`src/rtl/arm_pkg.sv`:
```
// Shared constants for the ARM execute-stage flag logic: condition-code
// encodings and the bit positions of N, Z, C and V inside an NZCV nibble.
package arm_pkg;

    localparam logic [3:0] COND_EQ = 4'b0000;
    localparam logic [3:0] COND_NE = 4'b0001;
    localparam logic [3:0] COND_CS = 4'b0010;
    localparam logic [3:0] COND_CC = 4'b0011;
    localparam logic [3:0] COND_MI = 4'b0100;
    localparam logic [3:0] COND_PL = 4'b0101;
    localparam logic [3:0] COND_VS = 4'b0110;
    localparam logic [3:0] COND_VC = 4'b0111;
    localparam logic [3:0] COND_HI = 4'b1000;
    localparam logic [3:0] COND_LS = 4'b1001;
    localparam logic [3:0] COND_GE = 4'b1010;
    localparam logic [3:0] COND_LT = 4'b1011;
    localparam logic [3:0] COND_GT = 4'b1100;
    localparam logic [3:0] COND_LE = 4'b1101;
    localparam logic [3:0] COND_AL = 4'b1110;
    localparam logic [3:0] COND_NV = 4'b1111;

    localparam int FLG_N = 3;
    localparam int FLG_Z = 2;
    localparam int FLG_C = 1;
    localparam int FLG_V = 0;

endpackage

```
`src/rtl/arm_cond_eval.sv`:
```
// Combinational condition-code evaluator: decides whether a 4-bit ARM
// condition field passes against a given NZCV value. Pure logic so the
// decode stage can reuse it unchanged.
module arm_cond_eval
    import arm_pkg::*;
(
    input  logic [3:0] cond_i,
    input  logic [3:0] nzcv_i,
    output logic       pass_o
);

    logic flag_n;
    logic flag_z;
    logic flag_c;
    logic flag_v;

    assign flag_n = nzcv_i[FLG_N];
    assign flag_z = nzcv_i[FLG_Z];
    assign flag_c = nzcv_i[FLG_C];
    assign flag_v = nzcv_i[FLG_V];

    // Decode the condition field into a single pass bit.
    always_comb begin
        pass_o = 1'b0;
        case (cond_i)
            COND_EQ: pass_o = flag_z;
            COND_NE: pass_o = !flag_z;
            COND_CS: pass_o = flag_c;
            COND_CC: pass_o = !flag_c;
            COND_MI: pass_o = flag_n;
            COND_PL: pass_o = !flag_n;
            COND_VS: pass_o = flag_v;
            COND_VC: pass_o = !flag_v;
            COND_HI: pass_o = flag_c & !flag_z;
            COND_LS: pass_o = !flag_c | flag_z;
            COND_GE: pass_o = (flag_n == flag_v);
            COND_LT: pass_o = (flag_n != flag_v);
            COND_GT: pass_o = !flag_z & (flag_n == flag_v);
            COND_LE: pass_o = flag_z | (flag_n != flag_v);
            COND_AL: pass_o = 1'b1;
            COND_NV: pass_o = 1'b0;
            default: pass_o = 1'b0;
        endcase
    end

endmodule

```
`src/rtl/arm_flags.sv`:
```
// Condition-flag stage of the execute datapath. Derives N/Z/C/V from the
// ALU result and adder/shifter carries, holds the architectural NZCV
// register, and registers a condition-pass bit evaluated against the
// next-state flags so a flag-setting instruction can be followed directly
// by a conditional one without a stall.
//
// Qualifier semantics: VALID qualifies only the flag update (together with
// SETF). CPASS is produced every cycle regardless of VALID; whoever consumes
// it must gate it with its own valid for the instruction in execute.
module arm_flags
    import arm_pkg::*;
#(
    parameter int    N      = 32,
    parameter bit    DPFLAG = 1'b1,
    parameter string GROUP  = "dpath1"
) (
    input  logic         CLK,
    input  logic         NRESET,
    input  logic [N-1:0] RES,
    input  logic         COUT,
    input  logic         OVF,
    input  logic         SHC,
    input  logic         LOGIC,
    input  logic         VALID,
    input  logic         SETF,
    input  logic         WFLAG_EN,
    input  logic [3:0]   WFLAGS,
    input  logic [3:0]   COND,
    output logic [3:0]   NZCV,
    output logic         CPASS
);

    // Placement hints for the layout flow; they carry no logic. The empty
    // block just gives the parameters a reference in elaboration.
    if (DPFLAG && (GROUP == "")) begin : g_unnamed_group
    end

    logic [3:0]   flags_q;
    logic [3:0]   flags_d;
    logic         cpass_q;
    logic         cpass_d;
    logic         upd;
    logic [N-1:0] res_g;
    logic         calc_n;
    logic         calc_z;
    logic         calc_c;
    logic         calc_v;

    // A result-driven update only happens for a valid, S-bit instruction.
    // The result is forced to zero otherwise so an undriven RES on an idle
    // cycle cannot leak unknowns into the flag path.
    assign upd   = VALID & SETF;
    assign res_g = upd ? RES : '0;

    // Flag derivation: reduction NOR covers any width, including widths
    // that do not split evenly into 4-input gate groups.
    assign calc_n = res_g[N-1];
    assign calc_z = ~|res_g;
    assign calc_c = LOGIC ? SHC : COUT;
    assign calc_v = LOGIC ? flags_q[FLG_V] : OVF;

    // Next-flag select: direct write beats a computed update, else hold.
    always_comb begin
        flags_d = flags_q;
        if (WFLAG_EN) begin
            flags_d = WFLAGS;
        end else if (upd) begin
            flags_d = {calc_n, calc_z, calc_c, calc_v};
        end
    end

    // Condition is checked against the bypassed next-state flags.
    arm_cond_eval u_cond_eval (
        .cond_i (COND),
        .nzcv_i (flags_d),
        .pass_o (cpass_d)
    );

    // Flag register and registered condition pass; reset clears both at once.
    always_ff @(posedge CLK or negedge NRESET) begin
        if (!NRESET) begin
            flags_q <= 4'b0000;
            cpass_q <= 1'b0;
        end else begin
            flags_q <= flags_d;
            cpass_q <= cpass_d;
        end
    end

    assign NZCV  = flags_q;
    assign CPASS = cpass_q;

endmodule
```
`config.mk`:
```
export PLATFORM = sky130hd
export DESIGN_NAME = arm_flags
export DESIGN_NICKNAME = d
export VERILOG_FILES = /design/src/rtl/arm_pkg.sv /design/src/rtl/arm_cond_eval.sv /design/src/rtl/arm_flags.sv
export SDC_FILE = /design/constraint.sdc
export NUM_CORES = 1
export LEC_CHECK = 0
export BUFFER_PORTS_ARGS = -buffer_cell sky130_fd_sc_hd__buf_2
export CELL_PAD_IN_SITES_DETAIL_PLACEMENT = 1
export CELL_PAD_IN_SITES_GLOBAL_PLACEMENT = 2
export CORE_MARGIN = 4
export CORE_UTILIZATION = 18
export DETAILED_ROUTE_END_ITERATION = 6
export PLACE_DENSITY_LB_ADDON = 0.1
export SLEW_MARGIN = 10
export SYNTH_ARGS = -nofsm -noshare
export SYNTH_HDL_FRONTEND = slang
export SYNTH_SLANG_ARGS = --single-unit
export TNS_END_PERCENT = 1
```
`constraint.sdc`:
```
create_clock -name CLK -period 2.6 [get_ports CLK]
set_input_delay 0.52 -clock CLK [delete_from_list [all_inputs] [get_ports CLK]]
set_output_delay 0.52 -clock CLK [all_outputs]
set_load 0.1 [all_outputs]
```
==> metrics <==
result of the run finished clean; overflow left after global routing 0; Tcrit/Tclk final 0.840; crit-path max cell delay roughly 0.51 ns; commonest cells after routing, fill and taps aside buf_2 (53), nor4_1 (9), nand2_1 (8); Max VDD drop approximately 0.09 mV; Total GRT Usage 0.113; average wire per standard cell approximately 14 um; share of the synthesized area in compound gates (AO/OA/AOI/OAI) 0.217; cell with the biggest individual delay on the critical path or4b_1; part of the power in combinational logic 0.520; via count of the first global-routing pass 851; parity-gate share of the synthesized area counting xor and xnor cells 0.0283; post-CTS setup repair buffer count 0; Internal roughly 210 uW; combinational family with the most area after synthesis simple AND/OR/NAND/NOR gates; arithmetic-cell share of the synthesized area counting full adders, half adders and majority gates 0; initial antenna violation count 0; Resize count post-CTS 0; post-route DRC violation count 0; max capacitance violation total 0; area fraction in and, or, nand and nor cells after synthesis 0.431; final number of setup-violating endpoints 0; number of rows created at floorplan 21; Slew Limit Headroom 0.672; crit path capture type flip-flop; sequential power share 0.241; count of input and output buffers 53; transition time at the pin with the least slew margin slightly below 0.5 ns; final slew viol count 0; DIE WIDTH between 60 and 70 um; largest clock skew in the final design approximately 0.0023 ns; floorplan core area about 3300 um2; clock insertion delay at the later pin of the skew report between 0.2 and 0.25 ns; via density per instance around 4.6; Sw Share 0.441; arrival time worst endpoint roughly 2.3 ns; final-stage net count between 150 and 200; post-route antenna net violation count 0; global-route wire length before repair 3870 um; number of failing hold endpoints at the final stage 0; starting utilization of the core area 0.185; library cell occupying the most area in the post-synthesis netlist dfrtp_1; biggest fanout along the worst timing path 12; endpoint required time on the critical path 2.75 ns; TritonCTS clock tree built; largest net degree at the start of global routing 13; number of iterations in the first detailed-routing pass 4; post-synth top area share 0.202; yosys warns 0; vertical die dimension between 60 and 70 um; Critical Path, Cell by Cell buf_2 > and4b_1 > a221oi_4 > nor3_2 > or4b_1 > a311o_1 > a31oi_1; Fmax 458 MHz; CTS clock-pin slew for the worst setup and hold paths 0.04 ns; Tmin final about 2.2 ns; count of routing violations after the opening detailed-route iteration 18; number of ports placed on the die boundary between 50 and 60; floorplan die area between 4000 and 5000 um2; type of element launching the critical path primary input; Seq/Total Area, Yosys 0.202; multiplexer fraction of the synthesized cell area 0.0668; Worst Hold Margin between 0.08 and 0.09 ns; post-synthesis to final-layout area growth 53.4%; clk sinks 5; pre-CTS setup slack between 0.15 and 0.2 ns; CTS Buf Count 3; aggregate negative setup slack 0 ns; depth of the CTS H-tree 1; mean cell area of the mapped netlist between 8 and 9 um2; post-synthesis cell area between 600 and 700 um2; power per unit of standard cell area 398 nW/um2; fraction of final layout cells sized beyond drive strength 1 0.477; Final WS setup 0.415 ns; routed via count roughly 810; Inserted Diodes 0; Clk network pwr share 0.239; detailed-placement wirelength estimate approximately 2200 um; fillers between 400 and 500; distinct cell type count after synthesis 39; hold buffer count at CTS 0; critical path class in -> reg; power dissipated by switching net loads approximately 170 uW; global placement routability congestion about 0.74; setup repair after global routing missed its margin false; area of the multi-input gates around 460 um2; clock root cell clkbuf_4; static leakage approximately 0.45 nW; cell types occupying the most area after synthesis dfrtp_1 (20%), nor4_1 (9.1%), mux2i_1 (4.9%); final cell utilization of the core 0.284; wire length after detailed routing between 2000 and 2500 um; type of the tightest min-delay check in -> async; post-synthesis register bit count 5; Post-Syn Instances 77; net count after synthesis between 100 and 150; maximum clock insertion buffer count 2; most common cell after layout, fill and taps aside buf_2; register area 125 um2
==> final timing paths <==
check,start,endpoint,slack (ns),depth (start not counted)
max,WFLAG_EN,CPASS,0.41,7
min reg2reg,NZCV[2],NZCV[2],0.79,3
max in group asynchronous,NRESET,CPASS,2.38,1
max reg2reg,NZCV[3],CPASS,0.58,6
min,NRESET,NZCV[3],0.09,1
min in group CLK,WFLAGS[3],NZCV[3],0.63,3
==> synthesized netlist by cell type, drive strengths merged <==
cell / count
nor3: 2
a22oi: 1
a221oi: 1
o21ai: 1
and4: 1
mux2: 1
or4b: 1
mux2i: 3
o22ai: 1
a21oi: 1
nand3b: 3
xnor2: 2
inv: 4
and3b: 1
nor4: 9
nand2: 8
nand3: 2
o221a: 1
o32a: 1
and2: 1
a311o: 2
clkbuf: 2
buf: 2
a211o: 1
nor2: 4
nor4b: 1
a32oi: 1
nand4b: 1
o41ai: 1
dfrtp: 5
a31oi: 1
nand2b: 4
and4b: 1
or3: 1
o32ai: 1
nor2b: 4
==> layout make-up <==
| class | instances | share of cell area |
|---|---|---|
| multi-input cells | 64 | 0.484 |
| repair buffers | 53 | 0.280 |
| flip-flops and latches | 5 | 0.132 |
| well taps | 46 | 0.0607 |
| clock buffers | 4 | 0.0277 |
| inverters | 4 | 0.0158 |
==> metrics by stage <==
step	power (mW)	cells	instance area, um2
after global placement	0.289	172	922
after floorplan	0.225	77	618
after CTS	0.387	176	948
final	0.377	176	948
after detailed placement	0.291	172	922
after global routing	0.404	176	948
==> kinds of logic (layout without fill, tap and decap cells) <==
family	Yosys count	after routing
mux	4	4
flops	5	5
compound gates	14	14
buf+inv	8	61
simple gates	44	44
xor+xnor	2	2
==> registers in the layout, summed over array words and instances (netlist names) <==
register / flops
CPASS: 1
NZCV: 4
==> power by group through the flow <==
stage / Sequential, mW / Combinational [mW] / Clock, mW
global placement: 0.0920 / 0.197 / 0
floorplan: 0.159 / 0.0658 / 0
global route: 0.0923 / 0.213 / 0.0988
CTS: 0.0914 / 0.199 / 0.0966
finish: 0.0911 / 0.196 / 0.0900
detailed placement: 0.0927 / 0.198 / 0
==> per-layer routing <==
| metal | part of all wire | global-route usage | routed length (um) |
|---|---|---|---|
| met5 | 0 | 0 | 0 |
| met3 | 0.079 | 0.0185 | 193 |
| met2 | 0.48 | 0.196 | 1160 |
| met4 | 0.0099 | 0.0457 | 24 |
| met1 | 0.43 | 0.138 | 1060 |
==> worst max-delay path: cells and delay by family <==
family	cells	cell delay, ns
compound gates	3	0.75
buf+inv	1	0.21
simple gates	3	0.85
Power figures use the tool's default switching activity.
